## src/rtl/hazard_unit_sb.sv

```systemverilog
// hazard_unit_sb: 5-stage pipeline hazard unit with M/W forwarding, multi-bubble load-use
// stalls and a register scoreboard for one outstanding out-of-order MDU op.
module hazard_unit_sb #(
    parameter int NREG        = 32,
    parameter int AW          = 5,
    parameter int LOAD_LAT    = 1,
    parameter int BYPASS_DONE = 0
) (
    input  logic            clk,
    input  logic            rst_n,
    input  logic [AW-1:0]   raddr1D,
    input  logic [AW-1:0]   raddr2D,
    input  logic            rs1_useD,
    input  logic            rs2_useD,
    input  logic [AW-1:0]   waddrD,
    input  logic            reg_wrD,
    input  logic            mdu_opD,
    input  logic [AW-1:0]   raddr1E,
    input  logic [AW-1:0]   raddr2E,
    input  logic [AW-1:0]   waddrE,
    input  logic            memrdE,
    input  logic            mdu_startE,
    input  logic            reg_wrM,
    input  logic            reg_wrW,
    input  logic [AW-1:0]   waddrM,
    input  logic [AW-1:0]   waddrW,
    input  logic            mdu_done,
    input  logic [AW-1:0]   mdu_waddr,
    input  logic            br_taken,
    output logic            StallF,
    output logic            StallD,
    output logic            FlushD,
    output logic            FlushE,
    output logic [1:0]      For_A,
    output logic [1:0]      For_B,
    output logic            mdu_busy,
    output logic [NREG-1:0] sb_pending
);
    logic [2:0]      r_lcnt;
    logic            r_busy;
    logic [NREG-1:0] r_pend;
    logic [NREG-1:0] w_set;
    logic [NREG-1:0] w_clr;
    logic [NREG-1:0] w_pend;
    logic            w_lu_det;
    logic            w_lu_stall;
    logic            w_raw;
    logic            w_waw;
    logic            w_struct;
    logic            w_stall;

    // x0 is never tracked, so a set aimed at it is dropped and bit 0 stays clear.
    assign w_set = (mdu_startE && waddrE != '0) ? NREG'(1) << waddrE : '0;
    assign w_clr = mdu_done ? NREG'(1) << mdu_waddr : '0;
    assign w_pend = (BYPASS_DONE != 0) ? (r_pend & ~w_clr) : r_pend;

    assign w_lu_det = memrdE &&
        ((rs1_useD && raddr1D != '0 && raddr1D == waddrE) ||
         (rs2_useD && raddr2D != '0 && raddr2D == waddrE));
    assign w_lu_stall = w_lu_det || r_lcnt != 3'd0;

    assign w_raw = (rs1_useD && raddr1D != '0 && w_pend[raddr1D]) ||
                   (rs2_useD && raddr2D != '0 && w_pend[raddr2D]);
    assign w_waw = reg_wrD && waddrD != '0 && w_pend[waddrD];
    assign w_struct = mdu_opD && (r_busy || mdu_startE);
    assign w_stall = w_lu_stall || w_raw || w_waw || w_struct;

    // A taken branch squashes the D instruction, so there is nothing worth holding.
    assign StallF = w_stall && !br_taken;
    assign StallD = w_stall && !br_taken;
    assign FlushD = br_taken;
    assign FlushE = br_taken || w_stall;

    assign For_A = (raddr1E != '0 && raddr1E == waddrM && reg_wrM) ? 2'b10 :
                   (raddr1E != '0 && raddr1E == waddrW && reg_wrW) ? 2'b01 : 2'b00;
    assign For_B = (raddr2E != '0 && raddr2E == waddrM && reg_wrM) ? 2'b10 :
                   (raddr2E != '0 && raddr2E == waddrW && reg_wrW) ? 2'b01 : 2'b00;

    assign mdu_busy   = r_busy;
    assign sb_pending = r_pend;

    always_ff @(posedge clk or negedge rst_n) begin
        if (!rst_n) begin
            r_lcnt <= 3'd0;
            r_busy <= 1'b0;
            r_pend <= '0;
        end else begin
            r_lcnt <= br_taken ? 3'd0 :
                      (r_lcnt != 3'd0) ? r_lcnt - 3'd1 :
                      w_lu_det ? 3'(LOAD_LAT - 1) : 3'd0;
            r_busy <= mdu_startE ? 1'b1 : mdu_done ? 1'b0 : r_busy;
            r_pend <= (r_pend & ~w_clr) | w_set;
        end
    end
endmodule

```

## config.mk

```make
export PLATFORM = sky130hd
export DESIGN_NAME = hazard_unit_sb
export DESIGN_NICKNAME = d
export VERILOG_FILES = /design/src/rtl/hazard_unit_sb.sv
export SDC_FILE = /design/constraint.sdc
export NUM_CORES = 1
export LEC_CHECK = 0
export CAP_MARGIN = 20
export CORE_UTILIZATION = 45
export CTS_BUF_LIST = sky130_fd_sc_hd__clkbuf_4 sky130_fd_sc_hd__clkbuf_8 sky130_fd_sc_hd__clkbuf_16
export CTS_CLUSTER_SIZE = 28
export DETAILED_ROUTE_END_ITERATION = 8
export PLACE_DENSITY = 0.79
export SLEW_MARGIN = 15
export SYNTH_ARGS = -nofsm -noshare
export SYNTH_HDL_FRONTEND = slang
export SYNTH_SLANG_ARGS = --single-unit
```

## constraint.sdc

```tcl
create_clock -name clk -period 5.35 [get_ports clk]
set_input_delay 1.07 -clock clk [delete_from_list [all_inputs] [get_ports clk]]
set_output_delay 1.07 -clock clk [all_outputs]
set_load 0.02 [all_outputs]
```

# After elaboration in Yosys (flattened, before gate mapping)
# Cells that the tools add are included.
# word_totals
inputBits,57
reg_bits,36
output_inout_bits,41
# classes
n_lt_le_gt_ge,3
bitwise_logic,3
n_reduce_logical,37
n_eq_ne,6
add_sub_neg,1
n_shift,2
mux,16
# op_table
operator,n
$mux 32,2
$shl 1x5->32 const A,2
$and 32x32->32,1
$not 32->32,1
$or 32x32->32,1
$eq 5x5->1,6
$reduce_bool 5->1,6
$logic_and 1x1->1,20
$lt 5x6->1 const B,3
$bmux 1 s5,3
$logic_or 1x1->1,8
$mux 1,7
$mux 3,2
$mux 2,2
$reduce_bool 3->1,1
$sub 3x1->3 const B,1
$reduce_bool 2->1,1
$logic_not 1->1,1

# Logic depth before layout (Yosys ltp)
# logic_depth
word_depth,10
ltp_mapped,8
mapped_depth_nobuf,6

# Least setup slack after synthesis
# No wires, ideal clock.
# synth_path
path_type,input-to-output
start,in raddr1D[0]
end,out StallF
path_buffers,2
setup_slack_ps,1335
required_time_ps,4280
t_arrival_ps,2945
path_stages,8
cell_sequence,buf_6 > mux4_1 > mux4_2 > nor3b_1 > a41oi_2 > nand4_1 > nor2b_1 > buf_4
# synth_between
elab_chain_cells,10
# synth_rtl
item,line,rtl
start: declaration,11,"input logic [AW-1:0] raddr1D,"
"parallel branches: the longest is 6 deep, another holds $bmux 1 s5",n/a,
$logic_or 1x1->1 (*) (3 in series),66,assign w_stall = w_lu_stall || w_raw || w_waw || w_struct;
$logic_and 1x1->1 (*),n/a,
end: declaration,30,"output logic StallF,"
# Every way passes the cells marked *. The select of a mux whose other input is x is not followed.

# Worst setup path in the final report
# layout_path
start,in raddr1D[0]
end,out FlushE
# layout_between
elab_chain_cells,10
# layout_rtl
item,line,rtl
"parallel branches: the longest is 6 deep, another holds $bmux 1 s5",n/a,
$logic_or 1x1->1 (*) (3 in series),66,
$logic_or 1x1->1 (*),72,assign FlushE = br_taken || w_stall;
end: declaration,33,"output logic FlushE,"
# Marked as above.

==> results.tsv <==
metric	value	unit
status	finished clean	
Slew HR	59.44	%
Post-synth EDFFs	0	
Min-Delay Endpoint	r_lcnt[0]	
pwr/cell area	281.0	mW/mm²
mapped cell area	0.002880	mm²
vias in the first global route	2799	
fin nets	443	
Setup crit start kind	primary input	
drt pass-1 iters	4	
area share of the largest cell type after synthesis	31.28	%
worst setup margin	302.5	ps
Post-Place Worst Slack	275.3	ps
Max VDD drop	190.4	µV
static leakage	1.465	nW
placed insts	452	
HP Class	reg -> reg	
# Post-CTS Setup Buffers	0	
register area share after synthesis	31.28	%
# DRC	0	
DR iter-0 viols	296	
Die Ht	82.01	µm
gpl congestion	0.9408	
worst r2r src	r_lcnt[0]	
first-pass GRT wire length	14040	µm
post-CTS sizing	0	
die area	0.006725	mm²
gr ovfl total	0	
Crit. End Element	output pin	
RSZ-0062 raised after global routing	false	
final cell count without fillers	460	
cells after synthesis	294	
FFs w/ async S/R, synth	100.0	%
IO buf count	97	
period utilization	94.35	%
worst r2r dst	r_lcnt[2]	
core area	0.006061	mm²
Final ANT Viol Nets	0	
Avg WL per Cell	20.57	µm
most frequent cells in the layout	97 x clkdlybuf4s50_1, 36 x dfrtp_1, 31 x o21ai_1, 29 x o21ai_0, 26 x xnor2_1	
initial antenna violation count	0	
# hold bufs at CTS	0	
clock root cell	clkbuf_8	
All-Layer GR Usage	28.67	%
arrival time worst endpoint	3980	ps
commonest non-fill, non-tap cell in the layout	clkdlybuf4s50_1	
Hold Path Depth	1	
CTS tree	built	
standard-cell row count	28	
area leader, netlist	dfrtp_1	
DP HPWL	7255	µm
R2R depth	4	
Netlist cell types	49	
pin slew with the least headroom to its limit	606.5	ps
CP required	4280	ps
setup_tns	0	ps
Initial Util	47.52	%
Synth Warn #	0	
largest net degree at the start of global routing	37	
Crit Path Max Fanout	5	
Total Wirelength	9462	µm
clock buffer count from CTS	5	
number of max-cap violations	0	
Post-Syn Area per Cell	9.797	µm²
share of layout cells above drive strength 1	7.013	%
via count	2889	
#FFs+latches synth	36	
I/O pin total	98	
clock sinks	36	
die width	82.01	µm
syn_nets	353	
final hold violations	0	
Longest Clk Path Bufs	2	
clock skew	0.01854	ps
fmax	198.1	MHz
Area growth, synth to finish	38.23	%
n_diodes	0	
worst reg-to-reg setup slack	4270	ps
leading post-synthesis cells by cell area	dfrtp_1 31%, mux4_2 10%, xnor2_1 7.9%, mux4_1 6.4%, o21ai_1 5.4%	
Worst Min Path Start	r_lcnt[0]	
worst setup path category	in -> out	
clk_lat worst skew	280	ps
Synth Flop Type	dfrtp_1	
Max Slew Vio Count	0	
H-tree depth	2	
post-DR vias/cell	6.280	
Final Critical Period	5048	ps
clk slew on worst S/H paths	70	ps
final setup fails	0	
==> logic make-up after synthesis <==
logic type | synth area share [%]
multiplexers | 21.11
flip-flops | 31.28
AND/OR/NAND/NOR | 18.29
XOR/XNOR | 9.122
adder cells (fa/ha/maj) | 0.8687
AO/OA/AOI/OAI | 16.03
buffers and inverters | 3.301
==> how the worst max path moves through the flow <==
stage / start / end / slack [ps] / cells after the start
2_1_floorplan: raddr1D[0] / StallF / 1340 / 8
3_3_place_gp: raddr1D[0] / FlushE / 320 / 8
3_5_place_dp: raddr1D[0] / FlushE / 280 / 8
4_1_cts: raddr1D[0] / FlushE / 280 / 8
5_1_grt: raddr1D[0] / FlushE / 200 / 8
6_report: raddr1D[0] / FlushE / 300 / 8
==> report_power, final <==
part / switching [mW] / internal [mW] / total (mW)
sequential: 0.102 / 0.327 / 0.429
clock: 0.0927 / 0.110 / 0.202
combinational: 0.223 / 0.264 / 0.487
==> final cells by class <==
cell class | instances | area (µm²)
fillers | 494 | 2079
well taps | 75 | 93.84
flip-flops and latches | 36 | 900.9
clock inverters | 1 | 7.507
clock buffers | 7 | 90.09
multi-input cells | 237 | 1884
inverters | 5 | 18.77
repair buffers | 99 | 985.9
==> flip-flops by register name, summed over array words and instances (netlist names) <==
name / count
mdu_busy: 1
sb_pending: 32
r_lcnt: 3
==> metal layers <==
| metal | routed length [µm] | part of all wire, % | GRT usage (%) |
|---|---|---|---|
| met3 | 936 | 9.9 | 4.444 |
| met5 | 0 | 0 | 0 |
| met1 | 3807 | 40 | 38.61 |
| met4 | 165 | 1.7 | 10.70 |
| met2 | 4552 | 48 | 46.36 |
==> cell usage after synthesis (4+ instances only) <==
library cell / number
nor2_1: 5
mux4_2: 13
nand3_1: 10
o21ai_1: 31
dfrtp_1: 36
xor2_1: 4
mux2i_1: 12
clkbuf_1: 11
or2_1: 7
o21ai_0: 29
o31ai_1: 4
nor2b_1: 6
nor4_1: 4
nand4_1: 8
nand3b_1: 8
nand2_1: 22
nand2b_1: 8
inv_1: 5
xnor2_1: 26
mux4_1: 7
==> stage by stage <==
step / hold WS, ps / util [%] / instance area (µm²) / total power, mW
3_3_place_gp: 445.4 / 64.08 / 3884 / 0.9020
4_1_cts: 462.2 / 65.69 / 3981 / 1.120
5_1_grt: 497.8 / 65.69 / 3981 / 1.169
3_5_place_dp: 452.8 / 64.08 / 3884 / 0.9145
6_report: 463.8 / 65.69 / 3981 / 1.119
2_1_floorplan: 426.3 / - / 2880 / 0.6553
==> critical path, cell delays in order <==
cell and delay [ps]:
clkdlybuf4s50_1 610, mux4_1 590, mux4_2 460, nor3b_1 160, a41oi_2 180, nand4_1 150
or2_1 230, clkdlybuf4s50_1 530
(Power assumes the default switching activity.)
==> RTL change 1, RTL diff (same settings) <==
The parameter `BYPASS_DONE` goes from 0 to 1.
--- a/src/rtl/hazard_unit_sb.sv
+++ b/src/rtl/hazard_unit_sb.sv
@@ -4,7 +4,7 @@
     parameter int NREG        = 32,
     parameter int AW          = 5,
     parameter int LOAD_LAT    = 1,
-    parameter int BYPASS_DONE = 0
+    parameter int BYPASS_DONE = 1
 ) (
     input  logic            clk,
     input  logic            rst_n,
Behaviour: not the same (a bounded check fails within 4 cycles, from zero or initial values and one cycle with rst_n low).
==> RTL change 1 against the original RTL <==
  * Area after synthesis increased by 27%
  * Fmax shrank 2.8%
  * Worst setup slack worse by 140 ps
  * Cell count rose by 34%
  * Clock power is 3% lower
  * Power grew 6.9%
  * Sequential cell count did not move
  * Combinational power rose by 22%
  * Design area grew 22%
  * Routed wire length grew 37%
  * Critical path type unchanged
==> RTL change 1: results (changes against the original RTL) <==
| Metric | Value |
|---|---|
| Vias per cell | `6.269 (was 6.280)` |
| Static leakage | `0.001845 µW (was 0.001465 µW)` |
| Post-route clock skew | `0.1353 ps (was 0.01854 ps)` |
| Run status | `finished, final reports clean (unchanged)` |
| Vias in the first global route | `3688 (was 2799)` |
| Placed Area | `4778 µm² (was 3884 µm²)` |
| Commonest cells in the synthesized netlist | `o21ai_0 (57), dfrtp_1 (36), nor2_1 (27) (was dfrtp_1 (36), o21ai_1 (31), o21ai_0 (29))` |
| Global-route wire length before repair | `20.25 mm (was 14.04 mm)` |
| CP arrival | `4120 ps (was 3980 ps)` |
| Routed len/inst | `20.91 µm (was 20.57 µm)` |
| Slew headroom | `0.5982 (was 0.5944)` |
| Synth area leaders | `dfrtp_1 (25%), o21ai_0 (7.8%), mux2i_1 (7.1%), xnor2_1 (6.2%), buf_6 (3.4%) (was dfrtp_1 (31%), mux4_2 (10%), xnor2_1 (7.9%), mux4_1 (6.4%), o21ai_1 (5.4%))` |
| Sequential share of the synthesized area | `0.2471 (was 0.3128)` |
| RR Startpoint | `r_lcnt[1]$_DFF_PN0_ (was r_lcnt[0]$_DFF_PN0_)` |
| Iteration-0 DRC Markers | `325 (was 296)` |
| GPL Wtd Cong | `0.9918 (was 0.9408)` |
| Initial antenna violation count | `0 (unchanged)` |
| Post-synth cell types | `75 (was 49)` |
| Layout Nets | `574 (was 443)` |
| Share of layout cells above drive strength 1 | `0.1453 (was 0.07013)` |
| Total global-route track usage | `0.3131 (was 0.2867)` |
| Layout fillers | `689 (was 494)` |
| Critical Path Fanout Max | `8 (was 5)` |
| DP Worst Slack | `195.7 ps (was 275.3 ps)` |
| IO buf count | `97 (unchanged)` |
| VDD IR-drop max | `0.2326 mV (was 0.1904 mV)` |
| Syn_nets | `468 (was 353)` |
| R2r setup slk | `4320 ps (was 4270 ps)` |
[RTL change 1: changes by cell type in the layout (fill, tap and decap cells not counted), moves of 5 or more]
cell,change
buf_4,+31
inv_1,+7
mux2_2,+6
mux2i_1,+14
mux4_1,-5
mux4_2,-9
nor2_1,+22
nor3_1,+9
o21ai_0,+28
o21ai_1,-24
or2_1,-6
[RTL change 1: metal layers]
metal	GRT usage	vias to the layer above	part of all wire	wire length (µm)
li1	-	1751	-	-
met1	0.4368	1860	0.42	5473
met2	0.4807	227	0.45	5799
met3	0.05390	36	0.094	1215
met4	0.1237	0	0.034	436
met5	0	-	0	0
[RTL change 1: through the flow]
| step | std cells | hold WS (ps) |
|---|---|---|
| 3_5_place_dp | 610 | 454.0 |
| 4_1_cts | 618 | 464.1 |
| 3_3_place_gp | 610 | 443.5 |
| 6_report | 618 | 462.8 |
| 5_1_grt | 618 | 488.6 |
| 2_1_floorplan | 409 | 430.0 |
[RTL change 1: worst max path at each step]
stage | start | slack [ps] | depth (start not counted) | to
2_1_floorplan | waddrD[1] | 1390 | 9 | StallF
3_3_place_gp | mdu_waddr[1] | 200 | 9 | StallF
3_5_place_dp | mdu_waddr[1] | 200 | 9 | StallD
4_1_cts | mdu_waddr[1] | 190 | 9 | StallD
5_1_grt | mdu_waddr[3] | 50 | 10 | StallF
6_report | mdu_waddr[3] | 160 | 9 | StallD
[RTL change 1: power by group]
group,internal [µW],switching (µW),leakage [µW]
logic,286,306,0.00135
clock network,90.9,105,0.0000479
registers,327,80.5,0.000447
[RTL change 1: final cells by class]
type / instances / area [µm²] / share of cell area
multi-input cells: 329 / 2466 / 0.5068
well taps: 102 / 127.6 / 0.02623
inverters: 12 / 45.04 / 0.009257
flip-flops and latches: 36 / 900.9 / 0.1851
repair buffers: 131 / 1239 / 0.2546
clock inverters: 3 / 18.77 / 0.003857
clock buffers: 5 / 68.82 / 0.01414
[RTL change 1: cells by family (layout without fill, tap and decap cells)]
family | count (synthesis) | count (layout) | synth area share
simple gates | 136 | 136 | 0.2351
mux | 39 | 39 | 0.1331
compound gates | 117 | 117 | 0.2131
flops | 36 | 36 | 0.2471
xor+xnor | 35 | 35 | 0.08820
buf+inv | 44 | 151 | 0.07653
fa+ha+maj | 2 | 2 | 0.006862
[RTL change 1: critical path, cell delays in order]
cell and delay, ps:
clkdlybuf4s50_1 770, nand4b_1 430, o21ai_1 180, mux4_2 490
nand3b_1 100, nand4b_1 130, and4_1 200, a21oi_2 140
clkdlybuf4s50_1 620
==> RTL change 2, RTL diff (config.mk and constraints unchanged) <==
Without the edit above. Make the reset (`rst_n`) synchronous in one clocked block.
--- a/src/rtl/hazard_unit_sb.sv
+++ b/src/rtl/hazard_unit_sb.sv
@@ -79,7 +79,7 @@
     assign mdu_busy   = r_busy;
     assign sb_pending = r_pend;
 
-    always_ff @(posedge clk or negedge rst_n) begin
+    always_ff @(posedge clk) begin
         if (!rst_n) begin
             r_lcnt <= 3'd0;
             r_busy <= 1'b0;
Formal check against the unedited RTL: differs if rst_n is asserted again (counterexample within 4 cycles, from zero or initial values and one cycle with rst_n low); with rst_n held inactive, the same outputs for 10 cycles.
==> RTL change 2 against the original RTL <==
  * Routed wire length grew 2.3%
  * Hold slack lost 46 ps
  * Design area grew 1.6%
  * Worst setup slack lost 65 ps
  * Sequential cell count is the same
  * Via count grew 7.6%
  * First-iteration DRC count shrank 6.4%
  * Critical path type unchanged
  * Count of clock-buffer cells in the layout is the same
  * Area after synthesis grew 1.6%
  * Highest routed layer unchanged
Power is not compared: it rests on default switching activity, and its combinational part moved more than twofold at a synthesized area within 25%.
==> RTL change 2: results (changes against the original RTL) <==
| Metric | Value |
|---|---|
| Vias in the first global route | `2950 (was 2799)` |
| Post-route clock skew | `0.1211 ps (was 0.01854 ps)` |
| Iteration-0 DRC Markers | `277 (was 296)` |
| Largest net degree at the start of global routing | `36 (was 37)` |
| Share of layout cells above drive strength 1 | `0.07381 (was 0.07013)` |
| Mean Syn Cell Area | `8.785 µm² (was 9.797 µm²)` |
| Worst Hold Path EP | `r_lcnt[0]$_SDFF_PP0_ (was r_lcnt[0]$_DFF_PN0_)` |
| RR Startpoint | `r_lcnt[0]$_SDFF_PP0_ (was r_lcnt[0]$_DFF_PN0_)` |
| Hpwl dp | `7.432 mm (was 7.255 mm)` |
| Post-synth cell types | `46 (was 49)` |
| Layout fillers | `549 (was 494)` |
| Hold Startpoint | `r_lcnt[0]$_SDFF_PP0_ (was r_lcnt[0]$_DFF_PN0_)` |
| Dpl cells | `489 (was 452)` |
| Global-route wire length before repair | `14.60 mm (was 14.04 mm)` |
| Synth Area in Adders | `0.008554 (was 0.008688)` |
| Fraction of area in multi-input gates | `0.5176 (was 0.4733)` |
| Invs w/o clock | `2 (was 5)` |
| Run status | `finished, final reports clean (unchanged)` |
| Post-synth ARST share | `0 (was 1.000)` |
| Met3 routed WL | `845 µm (was 936 µm)` |
| Met2 WL | `4.558 mm (was 4.552 mm)` |
| DP Worst Slack | `262.8 ps (was 275.3 ps)` |
| Drt first pass iters | `5 (was 4)` |
| Total global-route track usage | `0.2927 (was 0.2867)` |
| GRT met3 Usage | `0.04615 (was 0.04444)` |
| Routed len/inst | `19.47 µm (was 20.57 µm)` |
| R2R depth | `5 (was 4)` |
| FF-to-FF End | `r_lcnt[2]$_SDFF_PP0_ (was r_lcnt[2]$_DFF_PN0_)` |
| Met1 wire length | `3.942 mm (was 3.807 mm)` |
## RTL change 2: changes by cell type in the layout (fill, tap and decap cells not counted), sizes merged, moves of 3 or more
cell	before	now
o21ai	60	27
dfrtp	36	0
or2	8	3
nand3	10	6
nor2	5	13
inv	5	2
nand2b	8	5
nor3b	1	6
dfxtp	0	36
nand2	22	49
a21boi	0	31
mux2i	12	17
a22oi	0	4
## RTL change 2: critical path: stages
cell and delay (ps):
clkdlybuf4s50_1 790, mux4_2 570, mux4_2 490, nand4b_1 120
nand3_1 80, a31oi_1 210, nand3b_1 130, clkdlybuf4s50_1 570
## RTL change 2: power groups by stage
stage	clock [µW]	combinational, µW	sequential (µW)
6_report	262	175	277
5_1_grt	275	187	277
4_1_cts	264	175	276
3_5_place_dp	0	173	283
3_3_place_gp	0	171	282
2_1_floorplan	0	87.3	285
## RTL change 2: logic make-up after synthesis
kind of cell,count (synthesis)
fa+ha+maj,2
buf+inv,24
xor+xnor,30
simple gates,124
flops,36
mux,36
compound gates,81
